### src/rtl/oa211_bist_pkg.sv
`default_nettype none
// +-----------------------------------------------------------------------------+
// | oa211_bist_pkg : shared types and constants for the oa211 cell self-check   |
// | Rev 1.0                                                                     |
// +-----------------------------------------------------------------------------+
package oa211_bist_pkg;

  localparam int          VEC_W       = 4;
  localparam logic [15:0] OA211_TRUTH = 16'h777F;
  localparam logic [7:0]  MISR_POLY   = 8'h1D;

  typedef enum logic [2:0] {
    IDLE   = 3'd0,
    DRIVE  = 3'd1,
    SETTLE = 3'd2,
    SAMPLE = 3'd3,
    DONE   = 3'd4
  } state_e;

endpackage
`default_nettype wire

### src/rtl/oa211_bist_misr.sv
`default_nettype none
// +-----------------------------------------------------------------------------+
// | oa211_bist_misr : 8-bit serial signature register, x^8+x^4+x^3+x^2+1        |
// | Rev 1.0                                                                     |
// +-----------------------------------------------------------------------------+
module oa211_bist_misr
  import oa211_bist_pkg::*;
(
  input  logic       clk,
  input  logic       rst,
  input  logic       seed,
  input  logic       shift,
  input  logic       din,
  output logic [7:0] sig
);

  logic [7:0] sig_q, sig_d;
  logic       fb;

  always_comb begin
    sig_d = sig_q;
    fb    = sig_q[7] ^ din;
    if (seed) begin
      sig_d = 8'hFF;
    end else if (shift) begin
      sig_d = {sig_q[6:0], 1'b0} ^ (fb ? MISR_POLY : 8'h00);
    end
  end

  always_ff @(posedge clk or posedge rst) begin
    if (rst) sig_q <= 8'h00;
    else     sig_q <= sig_d;
  end

  assign sig = sig_q;

endmodule
`default_nettype wire

### src/rtl/oa211_bist.sv
`default_nettype none
// +-----------------------------------------------------------------------------+
// | oa211_bist : walks all 16 vectors through an oa211 cell and checks Y.       |
// | Define OA211_BIST_MISR_EN to add an 8-bit response signature port.         |
// | Rev 1.0                                                                     |
// +-----------------------------------------------------------------------------+
module oa211_bist
  import oa211_bist_pkg::*;
#(
  parameter int          SETTLE_CYC   = 2,
  parameter logic [15:0] TRUTH        = OA211_TRUTH,
  parameter bit          STOP_ON_FAIL = 1'b1
) (
  input  logic             clk,
  input  logic             rst,
  input  logic             start,
  output logic             cell_a,
  output logic             cell_b,
  output logic             cell_c,
  output logic             cell_d,
  input  logic             cell_y,
  output logic             busy,
  output logic             done,
  output logic             pass,
  output logic [VEC_W-1:0] fail_idx,
  output logic             fail_y
`ifdef OA211_BIST_MISR_EN
  ,
  output logic [7:0]       signature
`endif
);

  localparam logic [3:0]       SETTLE_LD = 4'(SETTLE_CYC - 1);
  localparam logic [VEC_W-1:0] LAST_IDX  = {VEC_W{1'b1}};

  state_e           state_q, state_d;
  logic [VEC_W-1:0] idx_q, idx_d;
  logic [VEC_W-1:0] vec_q, vec_d;
  logic [3:0]       cnt_q, cnt_d;
  logic             busy_q, busy_d;
  logic             done_q, done_d;
  logic             pass_q, pass_d;
  logic             fail_q, fail_d;
  logic [VEC_W-1:0] fail_idx_q, fail_idx_d;
  logic             fail_y_q, fail_y_d;
  logic             mismatch;
  logic             start_ok;

  // Case inequality so an X/Z on the cell output is flagged in simulation
  assign mismatch = (cell_y !== TRUTH[idx_q]);
  assign start_ok = start && ((state_q == IDLE) || (state_q == DONE));

  always_comb begin
    state_d    = state_q;
    idx_d      = idx_q;
    vec_d      = vec_q;
    cnt_d      = cnt_q;
    busy_d     = busy_q;
    done_d     = done_q;
    pass_d     = pass_q;
    fail_d     = fail_q;
    fail_idx_d = fail_idx_q;
    fail_y_d   = fail_y_q;
    case (state_q)
      IDLE, DONE: begin
        if (start) begin
          state_d    = DRIVE;
          idx_d      = '0;
          vec_d      = '0;
          busy_d     = 1'b1;
          done_d     = 1'b0;
          pass_d     = 1'b0;
          fail_d     = 1'b0;
          fail_idx_d = '0;
          fail_y_d   = 1'b0;
        end
      end
      DRIVE: begin
        cnt_d   = SETTLE_LD;
        state_d = SETTLE;
      end
      SETTLE: begin
        if (cnt_q == 4'd0) state_d = SAMPLE;
        else               cnt_d   = cnt_q - 4'd1;
      end
      SAMPLE: begin
        if (mismatch) begin
          fail_d = 1'b1;
          if (!fail_q) begin
            fail_idx_d = idx_q;
            fail_y_d   = cell_y;
          end
        end
        if ((STOP_ON_FAIL && mismatch) || (idx_q == LAST_IDX)) begin
          state_d = DONE;
          busy_d  = 1'b0;
          done_d  = 1'b1;
          pass_d  = ~(fail_q | mismatch);
        end else begin
          idx_d   = idx_q + 1'b1;
          vec_d   = idx_q + 1'b1;
          state_d = DRIVE;
        end
      end
      default: begin
        state_d = IDLE;
        busy_d  = 1'b0;
        done_d  = 1'b0;
      end
    endcase
  end

  always_ff @(posedge clk or posedge rst) begin
    if (rst) begin
      state_q    <= IDLE;
      idx_q      <= '0;
      vec_q      <= '0;
      cnt_q      <= '0;
      busy_q     <= 1'b0;
      done_q     <= 1'b0;
      pass_q     <= 1'b0;
      fail_q     <= 1'b0;
      fail_idx_q <= '0;
      fail_y_q   <= 1'b0;
    end else begin
      state_q    <= state_d;
      idx_q      <= idx_d;
      vec_q      <= vec_d;
      cnt_q      <= cnt_d;
      busy_q     <= busy_d;
      done_q     <= done_d;
      pass_q     <= pass_d;
      fail_q     <= fail_d;
      fail_idx_q <= fail_idx_d;
      fail_y_q   <= fail_y_d;
    end
  end

  assign {cell_a, cell_b, cell_c, cell_d} = vec_q;
  assign busy     = busy_q;
  assign done     = done_q;
  assign pass     = pass_q;
  assign fail_idx = fail_idx_q;
  assign fail_y   = fail_y_q;

`ifdef OA211_BIST_MISR_EN
  oa211_bist_misr u_misr (
    .clk   (clk),
    .rst   (rst),
    .seed  (start_ok),
    .shift (state_q == SAMPLE),
    .din   (cell_y),
    .sig   (signature)
  );
`endif

endmodule
`default_nettype wire

### config.mk
export PLATFORM = sky130hd
export DESIGN_NAME = oa211_bist
export DESIGN_NICKNAME = d
export VERILOG_FILES = /design/src/rtl/oa211_bist_pkg.sv /design/src/rtl/oa211_bist_misr.sv /design/src/rtl/oa211_bist.sv
export SDC_FILE = /design/constraint.sdc
export NUM_CORES = 1
export LEC_CHECK = 0
export CORE_UTILIZATION = 30
export DETAILED_ROUTE_END_ITERATION = 10
export SYNTH_ARGS = -nofsm -noshare
export SYNTH_HDL_FRONTEND = slang
export SYNTH_SLANG_ARGS = --single-unit
export TNS_END_PERCENT = 20
### constraint.sdc
create_clock -name clk -period 3 [get_ports clk]
set_input_delay 0.45 -clock clk [delete_from_list [all_inputs] [get_ports clk]]
set_output_delay 0.45 -clock clk [all_outputs]
set_load 0.05 [all_outputs]
### Word-level counts from Yosys, hierarchy flattened

Memory sizes are Yosys's and may differ from the RTL's.
Cells that the tools add are included.

| storage, ports and cells | value |
|---|---|
| bits in registers | 20 |
| memory bits (read-only) | 16 |
| output and inout port bits | 12 |
| memories kept | 1 |

Memories:

| memory | depth | width | rd ports | clocked after Yosys merged registers in | wr ports | line | text |
|---|---|---|---|---|---|---|---|
| (no name shown) | 16 | 1 | 1 | 0 | 0 | oa211_bist.sv:50 | `assign mismatch = (cell_y !== TRUTH[idx_q]);` |

| cells by class | value |
|---|---|
| add/subtract/negate cells | 2 |
| order comparisons | 1 |
| equal/unequal tests | 13 |
| multiplexer cells | 26 |
| bitwise gates (word level) | 3 |
| reductions and logical operators | 14 |

Operators with widths:

| cell | number |
|---|---|
| $pmux W4 S2 | 3 |
| $mux W4 | 5 |
| $ne A2 B2 Y1 const B | 7 |
| $pmux W3 S4 | 1 |
| $reduce_and A3 Y1 | 4 |
| $mux W1 | 9 |
| $mux W3 | 3 |
| $eq A3 B2 Y1 const B | 2 |
| $pmux W1 S2 | 3 |
| $pmux W1 S3 | 2 |
| $lt A4 B5 Y1 const B | 1 |
| $add A4 B1 Y4 const B | 1 |
| $eq A4 B4 Y1 const B | 1 |
| $logic_not A4 Y1 | 1 |
| $reduce_and A2 Y1 | 2 |
| $reduce_and A4 Y1 | 1 |
| $reduce_bool A2 Y1 | 2 |
| $reduce_or A2 Y1 | 2 |
| $sub A4 B1 Y4 const B | 1 |
| $eq A3 B1 Y1 const B | 1 |
| $eq A3 B3 Y1 const B | 1 |
| $logic_not A3 Y1 | 1 |
| $not A1 Y1 | 2 |
| $logic_or A1 B1 Y1 | 1 |
| other kinds (2) | 2 |

### Logic depth before layout (Yosys ltp)

| logic depth | value |
|---|---|
| depth in word-level cells | 7 |
| gate-level depth with buffers | 6 |
| gate-level depth less buffers | 6 |

### Worst setup path before layout

OpenSTA, ideal clock, no wires.

| path | value |
|---|---|
| kind | register to register |
| from | reg vec_q[0] (netlist name) |
| to | reg vec_q[0] |
| library setup time | 0.085 ns |
| arrival time | 2.037 ns |
| required time | 2.915 ns |
| slack | 0.877 ns |
| stages on the path, launching flop included | 7 |
| buffers on the path | 0 |
| cell sequence | dfrtp_1 -> ha_1 -> ha_1 -> xor2_1 -> nor2_1 -> nor3_2 -> mux2i_1 |

RTL lines:

| element | line | text |
|---|---|---|
| to (signal assigned) | oa211_bist.sv:128 | `vec_q <= vec_d;` |
| to (decl) | oa211_bist.sv:38 | `logic [VEC_W-1:0] vec_q, vec_d;` |

### Final worst setup path

| path | value |
|---|---|
| from | reg vec_q[3] |
| to | out cell_a |

RTL lines:

| element | line | text |
|---|---|---|
| to (decl) | oa211_bist.sv:17 | `output logic cell_a,` |

No word-level cell between the ends.

==> results_dict.tcl <==
set metrics [dict create \
    status "complete, no violations" \
    diodes 0 \
    p_sw_uw 566.7 \
    worstSetupStartpointType "register" \
    setup_viol 0 \
    dp_hpwl_um 1582 \
    p_int_uw 772.1 \
    drc 0 \
    wl_met2_um 939 \
    crit_path_end "cell_a" \
    holdBufCountCts 0 \
    cp_slowest_cell "clkdlybuf4s50_1" \
    synth.net_count 121 \
    power.combinational.fraction_pct 44.9 \
    rows 21 \
    cts_root_buffer "clkbuf_8" \
    wirelength_um 2147 \
    synthArstFlopShare_pct 100.0 \
    grt_max_degree 21 \
    top_layer_used "met4" \
    ys.flop_type "dfrtp_1" \
    p_leak_nw 0.5736 \
    grt_pass1_wl_um 3905 \
    area_delta_synth_final_pct 23.17 \
    syn_area_mm2 0.001129 \
    grtUsageTotal_pct 12.52 \
    drt_iter0_drc 47 \
    synth_commonest_cells "dfrtp_1, nand2_1, inv_1, mux2i_1, nor2_1" \
    worst_pin_slew_ps 792.6 \
    ios 16 \
    fin_crit_sh_pct 67.43 \
    synth_simple_gate_area_share_pct 21.51 \
    start_util_pct 32.54 \
    cts.path.max_buffers 2 \
    rsz0062_at_grt "no" \
    critPathKind "register to primary output" \
    ys_warn_count 0 \
    nets 138 \
    synthXorXnorAreaFrac_pct 4.545 \
    grt_pass1_vias 879 \
    cts_sinks 20 \
    r2r_slack_ps 1000 \
    post_cts.repair.setup_buffers 0 \
    ys_ff_latch 20 \
    slowest_delay_ps 850 \
    arrival_ps 1570 \
    route.met3.wl_um 99 \
    die_x_um 63.34 \
    drv_cap 0 \
    slew_headroom_pct 47.10 \
    path_cells "clkdlybuf4s50_1" \
    cp.required_ps 2550 \
    vias 846 \
    place.port_buffers 15 \
    drive_above_1_share_pct 11.63 \
    seq_area_um2 500.5 \
    hp-class "register to register" \
    crit_start "vec_q[3]" \
    synth.top_cell.area_share_pct 44.35 \
    clkLatencyLatePin_ps 270 \
    yosysUniqueCellTypes 36 \
    yosys.area.top_type "dfrtp_1" \
    post_synth.cell_area_avg_um2 9.987 \
    drt-met1-wl_um 1075 \
    synth_fa_ha_area_share_pct 4.435 \
    cts_buffers 3 \
    dr.pass1.iters 4 \
    worstPathBufferInverterCount 1 \
    clkPwrFrac_pct 20.5 \
    seqPwrFrac_pct 34.5 \
    worst_hold_startpoint "cnt_q[0]" \
    cp.depth 1 \
    cellPowerDensity_mw_per_mm2 963.1 \
    cp_max_fo 6 \
    slew_viol_final 0 \
    die_h_um 63.34 \
    ir_worst_vdd_mv 0.3771 \
    syn_inst 113 \
    p_sw_share_pct 42.33 \
    min_period_ps 2023 \
    cts-htree-levels 1 \
    coreArea_mm2 0.003468 \
    r2r-start "vec_q[1]" \
    critPathTopFamily "buffers and inverters" \
    synthMuxAreaShare_pct 9.202 \
    cts_tree "built" \
    routedWlPerCell_um 12.27 \
    synth_compound_area_share_pct 11.09 \
    rr_worst_depth 6 \
    finalCoreUtilization_pct 40.08 \
    yosysSeqAreaShare_pct 44.35 \
    clock_skew_ps 5.495 \
    multi_input_area_um2 573.1 \
    nFillCells 370 \
    tns_ps 0 \
    max_freq_mhz 494.3 \
    ant_nets 0 \
    die-area_mm2 0.004011 \
    vias_per_cell 4.834 \
    synth_edf_count 0 \
    grt_overflow 0 \
    cts-resized-gates 0 \
    post-synth-top-count-cell "dfrtp_1" \
    reg2reg_to "fail_idx[1]" \
    synthTopCellsByArea "dfrtp_1, mux2i_1, nand2_1" \
    synth_top_family_by_area "simple AND/OR/NAND/NOR gates" \
    end_kind "primary output" \
    clkSlewWorstSetupHoldPaths_ps 80 \
    antenna_found_initial 0 \
    place_congestion 0.7754 \
    final_hold_viol_count 0 \
]
==> final cells by class <==
| type | count | share of cell area (%) |
|---|---|---|
| clock buffer | 3 | 2.970 |
| clock inverter | 1 | 2.160 |
| tap | 46 | 4.140 |
| inverter | 10 | 2.700 |
| multi-input combinational | 80 | 41.22 |
| sequential | 20 | 36.00 |
| timing repair buffer | 15 | 10.80 |
==> kinds of logic after synthesis <==
group                    Yosys count
flip-flops                        20
buffers and inverters             13
AND/OR/NAND/NOR                   45
multiplexers                      10
AO/OA/AOI/OAI                     16
XOR/XNOR                           5
adder cells (fa/ha/maj)            4
==> cell usage in the layout, fill, tap and decap left out, types with 2 or more instances in the layout <==
cell type and count:
mux2i_1 9, nor2_1 9, clkdlybuf4s50_1 15, dfrtp_1 20, nand3_1 3, xor2_1 3, nor3_1 4, a21oi_1 2
nand2b_1 2, nand2_1 17, o211ai_1 2, o21ai_0 3, inv_1 10, ha_1 4, clkbuf_8 3, o31ai_1 2
==> metrics by stage <==
stage / power (mW) / instances / worst slack, ps / hold slack, ps / cell area, um2
6_report: 1.339 / 175 / 977.0 / 506.9 / 1390
2_1_floorplan: 0.9208 / 113 / 877.5 / 413.8 / 1129
3_5_place_dp: 1.074 / 171 / 928.9 / 492.0 / 1319
4_1_cts: 1.356 / 175 / 960.4 / 506.0 / 1390
5_1_grt: 1.434 / 175 / 846.6 / 529.6 / 1390
3_3_place_gp: 1.062 / 171 / 917.7 / 489.2 / 1319
==> state kept, by name (all words and copies together), names as in the netlist <==
register  flops
vec_q         4
state_q       3
done          1
fail_y        1
busy          1
fail_q        1
fail_idx      4
cnt_q         4
pass          1
==> power by group through the flow <==
| stage | Clock [mW] | Sequential [mW] | Combinational [mW] |
|---|---|---|---|
| 5_1_grt | 0.290 | 0.481 | 0.663 |
| 4_1_cts | 0.283 | 0.464 | 0.608 |
| 3_3_place_gp | 0 | 0.466 | 0.596 |
| 6_report | 0.275 | 0.462 | 0.602 |
| 3_5_place_dp | 0 | 0.467 | 0.607 |
| 2_1_floorplan | 0 | 0.569 | 0.352 |
==> metal layers <==
metal | vias to the layer above | track usage, %
li1 | 418 | -
met1 | 404 | 16.18
met2 | 19 | 19.55
met3 | 5 | 3.442
met4 | 0 | 5.114
met5 | - | 0
==> worst min path at each step <==
stage | cells past startpoint | to | slack (ps)
after floorplan | 1 | busy | 410
after global placement | 1 | cnt_q[0] | 490
after detailed placement | 1 | cnt_q[0] | 490
after CTS | 1 | cnt_q[0] | 510
after global routing | 1 | pass | 530
final | 1 | cnt_q[0] | 510
Note: power is estimated with default switching activity, not from simulation.
